## config.mk

```make
export PLATFORM = sky130hd
export DESIGN_NAME = rx_frame_receiver
export DESIGN_NICKNAME = d
export VERILOG_FILES = /design/src/rtl/rx_frame_pkg.sv /design/src/rtl/rx_sync_fifo.sv /design/src/rtl/rx_frame_receiver.sv
export SDC_FILE = /design/constraint.sdc
export NUM_CORES = 1
export LEC_CHECK = 0
export BUFFER_PORTS_ARGS = -buffer_cell sky130_fd_sc_hd__buf_2
export CAP_MARGIN = 20
export CELL_PAD_IN_SITES_DETAIL_PLACEMENT = 0
export CELL_PAD_IN_SITES_GLOBAL_PLACEMENT = 2
export CORE_MARGIN = 4
export CORE_UTILIZATION = 49
export CTS_BUF_LIST = sky130_fd_sc_hd__clkbuf_8
export DETAILED_ROUTE_END_ITERATION = 12
export PLACE_DENSITY_LB_ADDON = 0.1
export SYNTH_ARGS = -nofsm -noshare
export SYNTH_HDL_FRONTEND = slang
export SYNTH_SLANG_ARGS = --single-unit
```

## constraint.sdc

```tcl
create_clock -name clk_i -period 3 [get_ports clk_i]
set_input_delay 0.15 -clock clk_i [delete_from_list [all_inputs] [get_ports clk_i]]
set_output_delay 0.15 -clock clk_i [all_outputs]
set_load 0.05 [all_outputs]
```

## src/rtl/rx_frame_pkg.sv

```systemverilog
// Shared types and K-code constants for the 8b10b frame receiver.
package rx_frame_pkg;

    localparam logic [8:0] K28_5 = 9'h1BC;
    localparam logic [8:0] K27_7 = 9'h1FB;
    localparam logic [8:0] K29_7 = 9'h1FD;

    typedef enum logic [1:0] {
        LOS  = 2'd0,
        ACQ  = 2'd1,
        SYNC = 2'd2
    } sync_state_t;

    typedef struct packed {
        logic [7:0] data;
        logic       last;
        logic       err;
    } fifo_entry_t;

    function automatic fifo_entry_t make_entry(input logic [7:0] data,
                                               input logic       last,
                                               input logic       err);
        fifo_entry_t e;
        e.data = data;
        e.last = last;
        e.err  = err;
        return e;
    endfunction

endpackage

```

## src/rtl/rx_sync_fifo.sv

```systemverilog
// First-word-fall-through FIFO of fifo_entry_t; a write while full is accepted
// only when a read retires the head in the same cycle.
module rx_sync_fifo
    import rx_frame_pkg::*;
#(
    parameter int DEPTH = 16
) (
    input  logic        clk_i,
    input  logic        rst_ni,
    input  logic        wr_en_i,
    input  fifo_entry_t wr_data_i,
    input  logic        rd_en_i,
    output fifo_entry_t rd_data_o,
    output logic        full_o,
    output logic        empty_o
);

    localparam int AW = $clog2(DEPTH);

    fifo_entry_t       mem_q [DEPTH];
    logic [AW:0]       wr_ptr_q, wr_ptr_d;
    logic [AW:0]       rd_ptr_q, rd_ptr_d;
    logic              do_wr, do_rd;

    // Extra pointer MSB separates full from empty when the indices match.
    assign empty_o   = (wr_ptr_q == rd_ptr_q);
    assign full_o    = (wr_ptr_q[AW] != rd_ptr_q[AW]) &&
                       (wr_ptr_q[AW-1:0] == rd_ptr_q[AW-1:0]);
    assign rd_data_o = mem_q[rd_ptr_q[AW-1:0]];

    always_comb begin
        do_rd    = rd_en_i && !empty_o;
        do_wr    = wr_en_i && (!full_o || do_rd);
        wr_ptr_d = wr_ptr_q + {{AW{1'b0}}, do_wr};
        rd_ptr_d = rd_ptr_q + {{AW{1'b0}}, do_rd};
    end

    always_ff @(posedge clk_i or negedge rst_ni) begin
        if (!rst_ni) begin
            wr_ptr_q <= '0;
            rd_ptr_q <= '0;
        end else begin
            wr_ptr_q <= wr_ptr_d;
            rd_ptr_q <= rd_ptr_d;
        end
    end

    always_ff @(posedge clk_i) begin
        if (do_wr) begin
            mem_q[wr_ptr_q[AW-1:0]] <= wr_data_i;
        end
    end

endmodule

```

## src/rtl/rx_frame_receiver.sv

```systemverilog
// Comma-based link sync, SOF/EOF framing and payload FIFO behind an 8b10b decoder.
// Optional RX_FRAME_STATS_EN adds saturating frame and bad-symbol counters.
module rx_frame_receiver
    import rx_frame_pkg::*;
#(
    parameter int FIFO_DEPTH = 16,
    parameter int ACQ_COMMAS = 4,
    parameter int ERR_LIMIT  = 4,
    parameter int GOOD_RUN   = 8
) (
    input  logic        clk_i,
    input  logic        rst_ni,
    input  logic [8:0]  sym_i,
    input  logic        sym_strb_i,
    input  logic        code_err_i,
    input  logic        disp_err_i,
    output logic [7:0]  m_data_o,
    output logic        m_last_o,
    output logic        m_err_o,
    output logic        m_valid_o,
    input  logic        m_ready_i,
    output logic        sync_o,
    output logic        frm_err_o,
    output logic        ovf_o,
    output sync_state_t dbg_state_o
`ifdef RX_FRAME_STATS_EN
    ,
    output logic [15:0] frm_cnt_o,
    output logic [15:0] err_cnt_o
`endif
);

    localparam int CCW = $clog2(ACQ_COMMAS + 1);
    localparam int EW  = $clog2(ERR_LIMIT + 1);
    localparam int GW  = $clog2(GOOD_RUN + 1);
    localparam logic [CCW-1:0] ACQ_N  = CCW'(ACQ_COMMAS);
    localparam logic [EW-1:0]  ERR_N  = EW'(ERR_LIMIT);
    localparam logic [GW-1:0]  GOOD_N = GW'(GOOD_RUN);

    sync_state_t    state_q, state_d;
    logic [CCW-1:0] comma_q, comma_d, comma_inc;
    logic [EW-1:0]  serr_q, serr_d;
    logic [GW-1:0]  good_q, good_d, good_inc;
    logic           sync_q, sync_d;
    logic           in_frame_q, in_frame_d;
    logic [7:0]     hold_q, hold_d;
    logic           hold_vld_q, hold_vld_d;
    logic           drop_q, drop_d;
    logic           push_q, push_d;
    fifo_entry_t    push_entry_q, push_entry_d;
    logic           frm_err_q, ovf_q;

    logic           bad, is_comma, in_sync, leave_sync;
    logic           abort, sof_start, eof_end;
    logic           fifo_full, fifo_empty, pop, ovf_now;
    fifo_entry_t    wr_entry, head;

    assign bad        = code_err_i || disp_err_i;
    assign is_comma   = (sym_i == K28_5);
    assign in_sync    = (state_q == SYNC);
    assign leave_sync = in_sync && (serr_q == ERR_N);
    assign comma_inc  = comma_q + 1'b1;
    assign good_inc   = good_q + 1'b1;

    always_comb begin
        state_d = state_q;
        comma_d = comma_q;
        serr_d  = serr_q;
        good_d  = good_q;
        unique case (state_q)
            LOS: begin
                if (sym_strb_i && !bad && is_comma) begin
                    state_d = ACQ;
                    comma_d = CCW'(1);
                end
            end
            ACQ: begin
                if (sym_strb_i && bad) begin
                    state_d = LOS;
                    comma_d = '0;
                end else if (sym_strb_i && is_comma) begin
                    comma_d = comma_inc;
                    if (comma_inc == ACQ_N) begin
                        state_d = SYNC;
                        comma_d = '0;
                        serr_d  = '0;
                        good_d  = '0;
                    end
                end
            end
            SYNC: begin
                // The symbol arriving in the cycle that drops sync is discarded.
                if (leave_sync) begin
                    state_d = LOS;
                    serr_d  = '0;
                    good_d  = '0;
                end else if (sym_strb_i && bad) begin
                    serr_d = (serr_q == ERR_N) ? serr_q : serr_q + 1'b1;
                    good_d = '0;
                end else if (sym_strb_i) begin
                    good_d = good_inc;
                    if (good_inc == GOOD_N) begin
                        good_d = '0;
                        serr_d = (serr_q == '0) ? serr_q : serr_q - 1'b1;
                    end
                end
            end
            default: state_d = LOS;
        endcase
    end

    always_comb begin
        in_frame_d   = in_frame_q;
        hold_d       = hold_q;
        hold_vld_d   = hold_vld_q;
        push_d       = 1'b0;
        push_entry_d = '0;
        abort        = 1'b0;
        sof_start    = 1'b0;
        eof_end      = 1'b0;

        if (leave_sync) begin
            abort = in_frame_q;
        end else if (in_sync && sym_strb_i) begin
            if (in_frame_q) begin
                if (bad) begin
                    abort = 1'b1;
                end else if (sym_i == K27_7) begin
                    abort     = 1'b1;
                    sof_start = 1'b1;
                end else if (sym_i == K29_7) begin
                    eof_end = 1'b1;
                end else if (!sym_i[8]) begin
                    push_d       = hold_vld_q;
                    push_entry_d = make_entry(hold_q, 1'b0, 1'b0);
                    hold_d       = sym_i[7:0];
                    hold_vld_d   = 1'b1;
                end
            end else if (!bad && sym_i == K27_7) begin
                sof_start = 1'b1;
            end
        end

        // The held byte closes the frame; a drop earlier in the frame is ORed in at write time.
        if (abort || eof_end) begin
            push_d       = hold_vld_q;
            push_entry_d = make_entry(hold_q, 1'b1, abort);
            hold_vld_d   = 1'b0;
            in_frame_d   = 1'b0;
        end
        if (sof_start) begin
            in_frame_d = 1'b1;
            hold_vld_d = 1'b0;
        end
    end

    assign pop     = m_valid_o && m_ready_i;
    assign ovf_now = push_q && fifo_full && !pop;
    assign sync_d  = (state_d == SYNC);

    always_comb begin
        wr_entry     = push_entry_q;
        wr_entry.err = push_entry_q.err || (push_entry_q.last && drop_q);
        drop_d       = drop_q;
        if (ovf_now) begin
            drop_d = 1'b1;
        end
        if (sof_start) begin
            drop_d = 1'b0;
        end
    end

    always_ff @(posedge clk_i or negedge rst_ni) begin
        if (!rst_ni) begin
            state_q      <= LOS;
            comma_q      <= '0;
            serr_q       <= '0;
            good_q       <= '0;
            sync_q       <= 1'b0;
            in_frame_q   <= 1'b0;
            hold_q       <= '0;
            hold_vld_q   <= 1'b0;
            drop_q       <= 1'b0;
            push_q       <= 1'b0;
            push_entry_q <= '0;
            frm_err_q    <= 1'b0;
            ovf_q        <= 1'b0;
        end else begin
            state_q      <= state_d;
            comma_q      <= comma_d;
            serr_q       <= serr_d;
            good_q       <= good_d;
            sync_q       <= sync_d;
            in_frame_q   <= in_frame_d;
            hold_q       <= hold_d;
            hold_vld_q   <= hold_vld_d;
            drop_q       <= drop_d;
            push_q       <= push_d;
            push_entry_q <= push_entry_d;
            frm_err_q    <= abort;
            ovf_q        <= ovf_now;
        end
    end

    rx_sync_fifo #(
        .DEPTH (FIFO_DEPTH)
    ) u_fifo (
        .clk_i     (clk_i),
        .rst_ni    (rst_ni),
        .wr_en_i   (push_q),
        .wr_data_i (wr_entry),
        .rd_en_i   (m_ready_i),
        .rd_data_o (head),
        .full_o    (fifo_full),
        .empty_o   (fifo_empty)
    );

    assign m_valid_o   = !fifo_empty;
    assign m_data_o    = m_valid_o ? head.data : 8'h00;
    assign m_last_o    = m_valid_o && head.last;
    assign m_err_o     = m_valid_o && head.err;
    assign sync_o      = sync_q;
    assign frm_err_o   = frm_err_q;
    assign ovf_o       = ovf_q;
    assign dbg_state_o = state_q;

`ifdef RX_FRAME_STATS_EN
    logic [15:0] stat_frm_q, stat_frm_d;
    logic [15:0] stat_err_q, stat_err_d;

    always_comb begin
        stat_frm_d = stat_frm_q;
        stat_err_d = stat_err_q;
        if (eof_end && stat_frm_q != 16'hFFFF) begin
            stat_frm_d = stat_frm_q + 16'd1;
        end
        if (sym_strb_i && bad && stat_err_q != 16'hFFFF) begin
            stat_err_d = stat_err_q + 16'd1;
        end
    end

    always_ff @(posedge clk_i or negedge rst_ni) begin
        if (!rst_ni) begin
            stat_frm_q <= '0;
            stat_err_q <= '0;
        end else begin
            stat_frm_q <= stat_frm_d;
            stat_err_q <= stat_err_d;
        end
    end

    assign frm_cnt_o = stat_frm_q;
    assign err_cnt_o = stat_err_q;
`endif

endmodule
```

* Word level (Yosys, flattened, before mapping) *
Memory sizes are Yosys's and may differ from the RTL's.
Cells that the tools add are included.

word-level totals
  memory bits (writable) = 160
  bits in registers = 47
  memories = 1
  bits of input ports = 15
  word-level logic and storage cells = 168
  output and inout bits = 16

memories
  name          words  bits a word  rd ports  clocked after memory_dff  write ports  RTL line            RTL
  u_fifo.mem_q  16     10           1         0                         1            rx_sync_fifo.sv:20  fifo_entry_t mem_q [DEPTH];

cells by class
  reductions and logical operators = 36
  $add $sub $neg = 6
  equal/unequal tests = 26
  bitwise gates (word level) = 5
  mux-type cells = 77

operators by type and width
  kind                   number
  $mux W10               8
  $mux W1                39
  $mux W3                13
  $mux W4                7
  $eq A9 B9 Y1 const B   3
  $logic_and A1 B1 Y1    15
  $reduce_and A7 Y1      2
  $pmux W3 S2            2
  $add A5 B1 Y5          2
  $mux W2                5
  $ne A3 B1 Y1 const B   3
  $mux W8                1
  $ne A2 B2 Y1 const B   4
  $ne A4 B4 Y1 const B   2
  $pmux W4 S2            1
  $reduce_and A8 Y1      1
  $reduce_bool A2 Y1     4
  $add A3 B1 Y3 const B  2
  $eq A3 B3 Y1 const B   2
  $ne A3 B2 Y1 const B   2
  $pmux W2 S3            1
  $reduce_bool A3 Y1     2
  $eq A5 B5 Y1           1
  $not A1 Y1             5
  16 further kinds       23

* Logic depth before layout (Yosys ltp) *
Gate-level depths: netlist of run 1.

  depth in word-level cells = 10
  depth in mapped cells = 9
  gate-level depth less buffers = 8

* Modules after synthesis *
From an unflattened synthesis of run 1, not the netlist that was laid out.

unflattened totals
  cell total of the unflattened synthesis = 532
  area, all modules = 8677.1 µm²

modules (own cells, without submodules)
  module             area an instance (µm²)  instances  sequential area each (µm²)  cells each
  rx_sync_fifo       6806.5                  1          5054.8                      352
  rx_frame_receiver  1870.5                  1          900.9                       180

* Worst setup path before layout of run 1 *
No wires, ideal clock.

  kind = reg-to-output
  from = register u_fifo.rd_ptr_q[0]
  to = output m_data_o[7]
  path slack = 336 ps
  cell stages (with the launch flop) = 7
  arrival = 2514 ps
  path buffers = 3
  data required time = 2850 ps
  cells stage by stage = dfrtp_1 buf_2 buf_4 buf_4 mux4_2 mux2i_1 a211oi_1

between the ends
  longest elaborated chain between the ends = 2
  elaborated cells on any way between the ends = 3
  those cells by class = 1 x eq/ne; 1 x mux; 1 x memory

RTL lines
  item                                                    RTL line                  RTL
  start, declared                                         rx_sync_fifo.sv:22        logic [AW:0] rd_ptr_q, rd_ptr_d;
  start signal, assigned                                  rx_sync_fifo.sv:44        rd_ptr_q <= rd_ptr_d;
  $mem_v2 Z16 W10 / $eq A5 B5 Y1 (equally long branches)  -
  $mux W8 *                                               rx_frame_receiver.sv:219  assign m_data_o = m_valid_o ? head.data : 8'h00;
  end, declared                                           rx_frame_receiver.sv:17   output logic [7:0] m_data_o,

Every way passes the cells marked *; elsewhere a longest branch is shown, timed or not.

* Final worst setup path of run 1 *
  from = register u_fifo.rd_ptr_q[2]
  to = output m_last_o

between the ends
  longest elaborated chain between the ends = 3
  elaborated cells on any way between the ends = 4
  those cells by class = 1 x eq/ne; 2 x reduce/logical; 1 x memory

RTL lines
  item                                                     RTL line                  RTL
  branches (longest 2 deep; another with $mem_v2 Z16 W10)  -
  $logic_and A1 B1 Y1 *                                    rx_frame_receiver.sv:220  assign m_last_o = m_valid_o && head.last;
  end, declared                                            rx_frame_receiver.sv:18   output logic m_last_o,

Mark *: on every way between the ends.

==> metrics.cfg, run 1 <==
[run_status]
status=complete, no violations

[die]
dieArea_um2=19700
coreArea_um2=17240
row_count=48
die_w_um=140.4
start_util_pct=49.80
ioPinCount=31
die_h_um=140.4

[timing]
slew_violations=0
fin_crit_ps=2720
grt_setup_unrepaired=false
finalSetupTns_ps=0
finalCritPeriodShare_pct=90.67
slew_headroom_pct=37.24
timing.fmax_mhz=367.6
tightestPinTransition_ps=938.0
finalHoldViolations=0
hold_slack_ps=55.44
finClkSkew_ps=17.41
setup_violations=0
fin_ws_ps=279.9

[clock_network]
postCtsSetupRepairBufs=0
post_cts_resized=0
cts_sinks=206
numCtsBuffers=34
htree_levels=2
cts_tree=done
clockRootBuffer=clkbuf_8
cts.clk_slew.worst_paths_ps=60
clock_latency_ps=500
hold_buffers=10
cts_buffer_depth=3

[synth]
mappedNetlistArea_um2=8583
synthSimpleGateAreaFrac_pct=7.128
muxShareOfSynthArea_pct=13.19
yosys.area_share.adder_pct=1.983
synth_top_family_by_area=multiplexers
syn_avg_cell_area_um2=17.48
synth_warnings=0
synth.area.top_cells=edfxtp_1 56%, dfrtp_1 13%, mux4_2 10%
synth_compound_area_share_pct=5.379
ys_ff_latch=206
syn_inst=491
synth-edff-count=160
synth_nets=519
synthArstFlopShare_pct=22.33
synth_seq_area_share_pct=69.39
synth.distinct_cells=64
synth-xor-area-share_pct=1.327
ys.flop_type=edfxtp_1
synth_top_area_share_pct=55.98
synth_area_leader_cell=edfxtp_1

[worst_setup_path]
critPathSlowestCell=buf_4
crit_required_ps=2850
critPathBufInv=2
crit_type=reg -> out
crit_top_cell=a211oi_1
path_cells=buf_4, mux4_2, nor2b_1, a211oi_1, a211oi_1, buf_2
critPathArrivalTime_ps=2570
r2r_slack_ps=640
critPathLaunchType=register
critical_path.max_stage_delay_ps=450
critPathTopFamily=buffers and inverters
critPathMaxFanout=33
end_kind=output port

[cells_and_area]
drive_gt1_share_pct=25.93
num_antenna_cells=0
fin_nets=595
final_common_cell=edfxtp_1
area_delta_synth_final_pct=14.87
mostFrequentLayoutCells=160 x edfxtp_1, 45 x dfrtp_1, 40 x mux4_2, 35 x clkbuf_8, 30 x buf_2
final_cells=815

[placement]
port_buffers=30
place_inst=745
place_congestion=0.8190
dp_hpwl_um=11070
dpl_worst_slack_ps=584.8

[grt]
grt_pass1_vias=4777
grt_pass1_wl_um=27720
grt.total_usage_pct=18.41
overflow=0
grt_max_degree=47
grt_antenna_before_repair=0

[power_and_ir_drop]
p_leak_nw=3.821
powerDensity_nw_per_um2=746.8
vdd_drop_max_v=0.0007068
fin_total_pwr_mw=7.363

[drt]
vias_per_cell=5.653
drtAntennaViolNets=0
met3WireLength_um=529
drt_iter0_markers=281
route.detailed.drc=0
vias=4607
m1WireLength_um=7844
first_pass_iters=4
wl_um=17620
wl_met2_um=8853
wire_per_inst_um=21.62
top_layer_used=met4

[flow_run]
cap_violations=0

[hold_path]
min-delay-path-class=in -> reg

[registers in the layout, indices dropped and copies added (netlist names)]
signal / count
good_q: 4
dbg_state_o: 2
hold_vld_q: 1
u_fifo.wr_ptr_q: 5
push_q: 1
frm_err_o: 1
u_fifo.rd_ptr_q: 5
push_entry_q: 9
comma_q: 3
u_fifo.mem_q: 160
serr_q: 3
in_frame_q: 1
hold_q: 8
ovf_o: 1
sync_o: 1
drop_q: 1
[worst paths after layout]
check,start,to,cells after the start
min in group asynchronous,rst_ni,u_fifo.wr_ptr_q[2]$_DFF_PN0_,2
max reg2reg,u_fifo.wr_ptr_q[3]$_DFF_PN0_,u_fifo.mem_q[15][7]$_DFFE_PP_,5
min reg2reg,u_fifo.rd_ptr_q[4]$_DFF_PN0_,u_fifo.rd_ptr_q[4]$_DFF_PN0_,1
max in group asynchronous,rst_ni,u_fifo.rd_ptr_q[0]$_DFF_PN0_,3
min,sym_i[8],hold_vld_q$_DFFE_PN0P_,4
max,u_fifo.rd_ptr_q[2]$_DFF_PN0_,m_last_o,6
[area by class of cell]
class                   count  area (um2)
fillers                  1363        7377
flip-flops and latches    206        5957
multi-input cells         253        2490
clock buffers              35       481.7
repair buffers             60       425.4
well taps                 225       281.5
clock inverters            24       178.9
inverters                  12       45.04
[cell usage after synthesis, types with 3 or more instances]
cell	count
buf_4	3
clkbuf_1	10
nor3_1	8
a211oi_1	21
ha_1	12
nor2b_1	14
inv_1	11
nand3_1	9
nand4_1	3
o21ai_0	7
nor2_1	25
mux4_2	40
dfrtp_1	46
buf_2	5
mux2_2	8
a211o_1	6
and2_1	5
and3_1	9
xnor2_1	10
edfxtp_1	160
nand2_1	10
mux2i_1	10
xor2_1	3
a21o_1	4
o31ai_1	3
[power by group]
part | total [mW] | switching (mW) | internal (mW)
Combinational | 1.82 | 1.14 | 0.677
Clock | 2.39 | 1.05 | 1.34
Sequential | 3.15 | 0.0516 | 3.10
[cell families (layout without fill, tap and decap cells)]
group,after synthesis,after routing
simple gates,107,107
xor+xnor,13,13
mux,61,61
buf+inv,32,131
fa+ha+maj,13,13
flops,206,206
compound gates,59,59
[stage by stage]
| step | util (%) | area (um2) |
|---|---|---|
| floorplan | - | 8583 |
| global placement | 52.67 | 9079 |
| detailed placement | 52.67 | 9079 |
| CTS | 57.08 | 9839 |
| global route | 57.20 | 9859 |
| finish | 57.20 | 9859 |
[per-layer routing]
| layer | vias to the layer above | track usage (%) |
|---|---|---|
| met5 | - | 0 |
| met3 | 34 | 3.346 |
| met4 | 0 | 5.915 |
| met1 | 2370 | 25.22 |
| met2 | 77 | 30.24 |
| li1 | 2126 | - |
[tightest hold or removal path: stages]
cell,delay [ps]
buf_2,90
nor2_1,60
a21oi_1,140
a211oi_1,60
Power figures use the tool's default switching activity.
==> run 2: changes to the inputs <==
BUFFER_PORTS_ARGS = not set   (was -buffer_cell sky130_fd_sc_hd__buf_2)
CORE_UTILIZATION = 50   (was 49)
CTS_CLUSTER_DIAMETER = 120   (was not set)
DONT_BUFFER_PORTS = 1   (was not set)
==> metrics.cfg, run 2 (synthesis gave the netlist of run 1 again) <==
[run_status]
status=complete, no violations

[die]
row_count=47  ; -2.1%
start_util_pct=51.39  ; +1.6 points
coreArea_um2=16700  ; -3.1%
ioPinCount=31  ; unchanged
die_h_um=139.0  ; -0.95%
die_w_um=139.0  ; -0.95%
dieArea_um2=19330  ; -1.9%

[cells_and_area]
final_common_cell=edfxtp_1
fillCellCount=1289  ; -5.4%
fin_nets=585  ; -1.7%
num_antenna_cells=0  ; unchanged
mostFrequentLayoutCells=160 x edfxtp_1, 45 x dfrtp_1, 40 x mux4_2, 39 x clkbuf_8, 31 x buf_4
largest_reg_flops=160  ; unchanged
regArea_um2=5957  ; unchanged
multi_input_area_um2=2545  ; +2.2%
area_delta_synth_final_pct=15.19
drive_gt1_share_pct=25.30  ; -0.63 points

[power_and_ir_drop]
vdd_drop_max_v=0.0007119  ; +0.73%
p_leak_nw=3.799  ; -0.60%
fin_total_pwr_mw=7.386  ; +0.32%
powerDensity_nw_per_um2=747.1  ; about the same

[timing]
tightestPinTransition_ps=913.1  ; -24.91 ps
timing.fmax_mhz=350.9  ; -4.6%
setup_violations=0  ; unchanged
finalHoldViolations=0  ; unchanged
finalCritPeriodShare_pct=95.00  ; +4.3 points
slew_headroom_pct=38.90  ; +1.7 points
slew_violations=0  ; unchanged
finalSetupTns_ps=0  ; unchanged
grt_setup_unrepaired=false
finClkSkew_ps=19.98  ; +2.572 ps
fin_crit_ps=2850  ; +130.0 ps

[worst_setup_path]
crit_type=reg -> out
r2r_cells=7  ; +2
crit_required_ps=2850  ; about the same
critPathLaunchType=register
critPathMaxFanout=9  ; -73%
end_kind=output port
critPathArrivalTime_ps=2700  ; +130 ps

[grt]
grt_max_degree=47  ; unchanged
overflow=0  ; unchanged
grt.total_usage_pct=18.96  ; +0.55 points
grt_antenna_before_repair=0  ; unchanged
grt_pass1_vias=5009  ; +4.9%
grt_pass1_wl_um=28350  ; +2.3%

[clock_network]
clock_latency_ps=500  ; about the same
cts_tree=done
postCtsSetupRepairBufs=0  ; unchanged
cts_sinks=206  ; unchanged
numCtsBuffers=36  ; +5.9%
htree_levels=2  ; unchanged
cts.clk_slew.worst_paths_ps=60  ; about the same
cts_buffer_depth=3  ; unchanged
clockRootBuffer=clkbuf_8

[placement]
dp_hpwl_um=11090  ; +0.21%
port_buffers=0  ; -100%
place_congestion=0.8011  ; -2.2%

[drt]
vias_per_cell=5.765  ; +2.0%
first_pass_iters=6  ; +2
drtAntennaViolNets=0  ; unchanged
route.detailed.drc=0  ; unchanged
wl_um=17690  ; +0.39%
wire_per_inst_um=22.08  ; +2.1%
vias=4618  ; +0.24%
drt_iter0_markers=279  ; -0.71%

[hold_path]
hold_depth=3  ; -1
min-delay-path-class=in -> reg

[flow_run]
cap_violations=0  ; unchanged

## run 2: final cells by class
type | instances | share of cell area (%)
clock inverters | 23 | 0.9871
clock buffers | 39 | 5.429
repair buffers | 48 | 4.353
well taps | 220 | 2.784
inverters | 12 | 0.4556
flip-flops and latches | 206 | 60.25
multi-input cells | 253 | 25.74
## run 2: repair_timing
action                     CTS  global route
hold endpoints to repair    61             0
setup endpoints to repair    0             1
gates resized for setup      0             1
hold buffers                16             0
## run 2: final timing paths
path	start	endpoint	slack [ps]
worst max-delay path	u_fifo.rd_ptr_q[0]$_DFF_PN0_	m_last_o	150
worst min-delay path	sym_i[1]	push_entry_q[1]$_DFF_PN0_	40
worst max register to register	dbg_state_o[0]$_DFF_PN0_	in_frame_q$_DFFE_PN0N_	240
worst min register to register	u_fifo.wr_ptr_q[4]$_DFF_PN0_	u_fifo.wr_ptr_q[4]$_DFF_PN0_	490
max in group asynchronous	rst_ni	u_fifo.rd_ptr_q[0]$_DFF_PN0_	2610
min in group asynchronous	rst_ni	dbg_state_o[0]$_DFF_PN0_	170
## run 2: per-layer routing
metal | wire, um | up-vias | GRT usage, %
met1 | 7618 | 2392 | 25.42
met2 | 9026 | 100 | 31.58
met5 | 0 | - | 0
met3 | 762 | 24 | 4.448
met4 | 279 | 0 | 5.046
li1 | - | 2102 | -
## run 2: critical path, stage by stage (launching register included)
cell      delay (ps)
dfrtp_2          570
buf_4            270
mux4_2           510
nor2b_1          160
a211oi_1         370
a211oi_2         110
buf_4            220
## run 2: report_power, final
part	total, mW	switching (mW)	internal (mW)	leakage [nW]
clock network	2.24	1.05	1.19	0.370
registers	3.19	0.0920	3.10	2.28
logic	1.96	1.17	0.785	1.15
## run 2: metrics by stage
stage | cells | setup WS [ps] | area, um2 | hold slack, ps | utilization [%]
6_report | 801 | 149.9 | 9887 | 40.54 | 59.20
5_1_grt | 801 | 0.8296 | 9887 | 33.25 | 59.20
4_1_cts | 801 | 51.37 | 9882 | 7.842 | 59.17
3_5_place_dp | 723 | 570.8 | 9070 | -143.8 | 54.31
3_3_place_gp | 723 | 614.5 | 9070 | -144.1 | 54.31
2_1_floorplan | 491 | 335.8 | 8583 | -145.6 | -
==> run 3: changes to the inputs <==
--- a/config.mk
+++ b/config.mk
@@ -6,5 +6,5 @@
 export NUM_CORES = 1
 export LEC_CHECK = 0
-export CAP_MARGIN = 20
+export CAP_MARGIN = 40
 export CELL_PAD_IN_SITES_DETAIL_PLACEMENT = 0
 export CELL_PAD_IN_SITES_GLOBAL_PLACEMENT = 2
@@ -15,4 +15,5 @@
 export DETAILED_ROUTE_END_ITERATION = 12
 export DONT_BUFFER_PORTS = 1
+export GPL_TIMING_DRIVEN = 0
 export PLACE_DENSITY_LB_ADDON = 0.1
 export SYNTH_ARGS = -nofsm -noshare
==> constraint.sdc (replaced) <==
create_clock -name clk_i -period 3 [get_ports clk_i]
set_input_delay 0.15 -clock clk_i [delete_from_list [all_inputs] [get_ports clk_i]]
set_output_delay 0.15 -clock clk_i [all_outputs]
set_load 0.1 [all_outputs]
==> metrics.cfg, run 3 (synthesis gave the netlist of run 1 again) <==
[drt]
vias=4643  ; +0.54%
wire_per_inst_um=22.39  ; +1.4%
route.detailed.drc=0  ; unchanged
drt_iter0_markers=244  ; -13%
top_layer_used=met4
first_pass_iters=4  ; -2
met3WireLength_um=782  ; +2.6%
wl_met2_um=9401  ; +4.2%
drtAntennaViolNets=0  ; unchanged
wl_um=18420  ; +4.2%
m1WireLength_um=7804  ; +2.4%
vias_per_cell=5.642  ; -2.1%

[die]
row_count=47  ; unchanged
start_util_pct=51.39  ; unchanged
dieArea_um2=19330  ; unchanged
coreArea_um2=16700  ; unchanged
ioPinCount=31  ; unchanged
die_h_um=139.0  ; unchanged
die_w_um=139.0  ; unchanged

[power_and_ir_drop]
p_leak_nw=3.968  ; +4.5%
fin_total_pwr_mw=8.434  ; +14%
vdd_drop_max_v=0.001289  ; +81%
powerDensity_nw_per_um2=813.8  ; +8.9%

[cells_and_area]
fin_area_um2=10360  ; +4.8%
fin_util_pct=62.05  ; +2.9 points
mostFrequentLayoutCells=160 x edfxtp_1, 46 x dfrtp_1, 40 x mux4_2, 37 x clkbuf_8, 24 x nor2_1
final_common_cell=edfxtp_1
multi_input_area_um2=2685  ; +5.5%
largest_reg_flops=160  ; unchanged
fin_nets=604  ; +3.2%
regArea_um2=5956  ; about the same
area_delta_synth_final_pct=20.74
fillCellCount=1248  ; -3.2%
drive_gt1_share_pct=28.41  ; +3.1 points

[clock_network]
htree_levels=2  ; unchanged
cts_sinks=206  ; unchanged
cts_buffer_depth=3  ; unchanged
cts.clk_slew.worst_paths_ps=60  ; about the same
clockRootBuffer=clkbuf_8
numCtsBuffers=35  ; -2.8%
cts_tree=done
postCtsSetupRepairBufs=0  ; unchanged
clock_latency_ps=510  ; about the same

[worst_setup_path]
path_cells=buf_2, xnor2_1, nand4_1, nor2_2, clkbuf_1, buf_8, clkinvlp_4
cp-startpoint=u_fifo.wr_ptr_q[3]$_DFF_PN0_
cp.depth=7  ; +1
crit_end=m_valid_o
critPathBufInv=4  ; +2
critPathArrivalTime_ps=2690  ; about the same
regToRegEndpoint=u_fifo.mem_q[5][2]$_DFFE_PP_
critical_path.max_stage_delay_ps=440  ; -130 ps
crit_required_ps=2850  ; about the same
critPathTopFamily=buffers and inverters
critPathSlowestCell=clkinvlp_4
crit_type=reg -> out
critPathMaxFanout=10  ; +1
r2r_slack_ps=470  ; +230 ps
r2r_cells=7  ; unchanged
end_kind=output port
critPathLaunchType=register
reg2reg_from=u_fifo.wr_ptr_q[3]$_DFF_PN0_

[placement]
port_buffers=0  ; unchanged
dpl_worst_slack_ps=304.5  ; -266.3 ps
dp_hpwl_um=12310  ; +11%
place_congestion=0.8156  ; +1.8%
dpl_cell_area_um2=9485  ; +4.6%

[grt]
grt_pass1_wl_um=29260  ; +3.2%
grt_pass1_vias=5050  ; +0.82%
grt_max_degree=47  ; unchanged
overflow=0  ; unchanged
grt_antenna_before_repair=1  ; +1
grt.total_usage_pct=19.72  ; +0.76 points

[timing]
finClkSkew_ps=20.59  ; +0.6088 ps
finalHoldViolations=0  ; unchanged
fin_ws_ps=161.4  ; +11.50 ps
setup_violations=0  ; unchanged
tightestPinTransition_ps=881.7  ; -31.38 ps
slew_violations=0  ; unchanged
grt_setup_unrepaired=true
fin_crit_ps=2839  ; -11.50 ps
slew_headroom_pct=41.26  ; +2.4 points
timing.fmax_mhz=352.3  ; +0.41%
finalCritPeriodShare_pct=94.62  ; -0.38 points

[flow_run]
cap_violations=0  ; unchanged

[run_status]
status=complete, no violations

[hold_path]
min-delay-path-class=in -> reg

[run 3: cell types whose count changed in the layout (fill, tap and decap cells not counted), moves of 5 or more]
cell,before,now
buf_4,31,16
a211oi_4,0,10
buf_16,1,11
a211oi_1,10,3
clkbuf_1,0,7
buf_2,0,6
clkinv_1,5,11
buf_8,0,5
[run 3: report_power, final]
part	internal, mW	switching, mW	total, mW
Clock	1.15	1.07	2.21
Sequential	3.10	0.0658	3.16
Combinational	1.23	1.83	3.06
[run 3: timing repair]
| action | 4_1_cts | 5_1_grt |
|---|---|---|
| hold endpoints to repair | 62 | 0 |
| setup endpoints to repair | 11 | 11 |
| pin swaps | 0 | 0 |
| gates resized for setup | 13 | 7 |
| hold buffers | 17 | 0 |
[run 3: worst min path at each step]
| stage | slack (ps) | startpoint | cells after the start | endpoint |
|---|---|---|---|---|
| finish | 50 | sym_i[1] | 3 | hold_vld_q$_DFFE_PN0P_ |
| global route | 50 | sym_i[1] | 3 | push_entry_q[1]$_DFF_PN0_ |
| CTS | 8 | sym_i[1] | 3 | hold_vld_q$_DFFE_PN0P_ |
| detailed placement | -140 | rst_ni | 0 | hold_q[4]$_DFFE_PN0P_ |
| global placement | -140 | rst_ni | 0 | push_entry_q[6]$_DFF_PN0_ |
| floorplan | -150 | rst_ni | 0 | comma_q[0]$_DFFE_PN0P_ |
[run 3: per-stage QoR]
| stage | hold slack [ps] | cells | TNS (ps) |
|---|---|---|---|
| after floorplan | -145.6 | 491 | 0 |
| after global placement | -142.9 | 711 | -13600 |
| after detailed placement | -142.9 | 743 | 0 |
| after CTS | 8.469 | 823 | -35.24 |
| after global routing | 48.85 | 823 | -4.880 |
| final | 48.09 | 823 | 0 |
[run 3: area by class of cell]
class	instances	area share, %
inverter	12	0.4708
clock inverter	26	1.062
tap	220	2.656
timing repair buffer	49	6.459
antenna	1	0.02415
clock buffer	37	4.914
multi-input combinational	253	25.91
buffer	19	1.038
sequential	206	57.47
[run 3: worst register-to-register path: stages (launching register included)]
cell and delay [ps]:
dfrtp_1 360, buf_2 200, xnor2_1 160, nand4_1 160
nor3_1 100, or4b_1 590, nor2_1 420, buf_4 250
[run 3: routing by layer]
metal | vias up | global-route usage (%)
met5 | - | 0
met4 | 0 | 6.334
met3 | 29 | 3.897
met2 | 92 | 33.04
met1 | 2381 | 26.28
li1 | 2141 | -
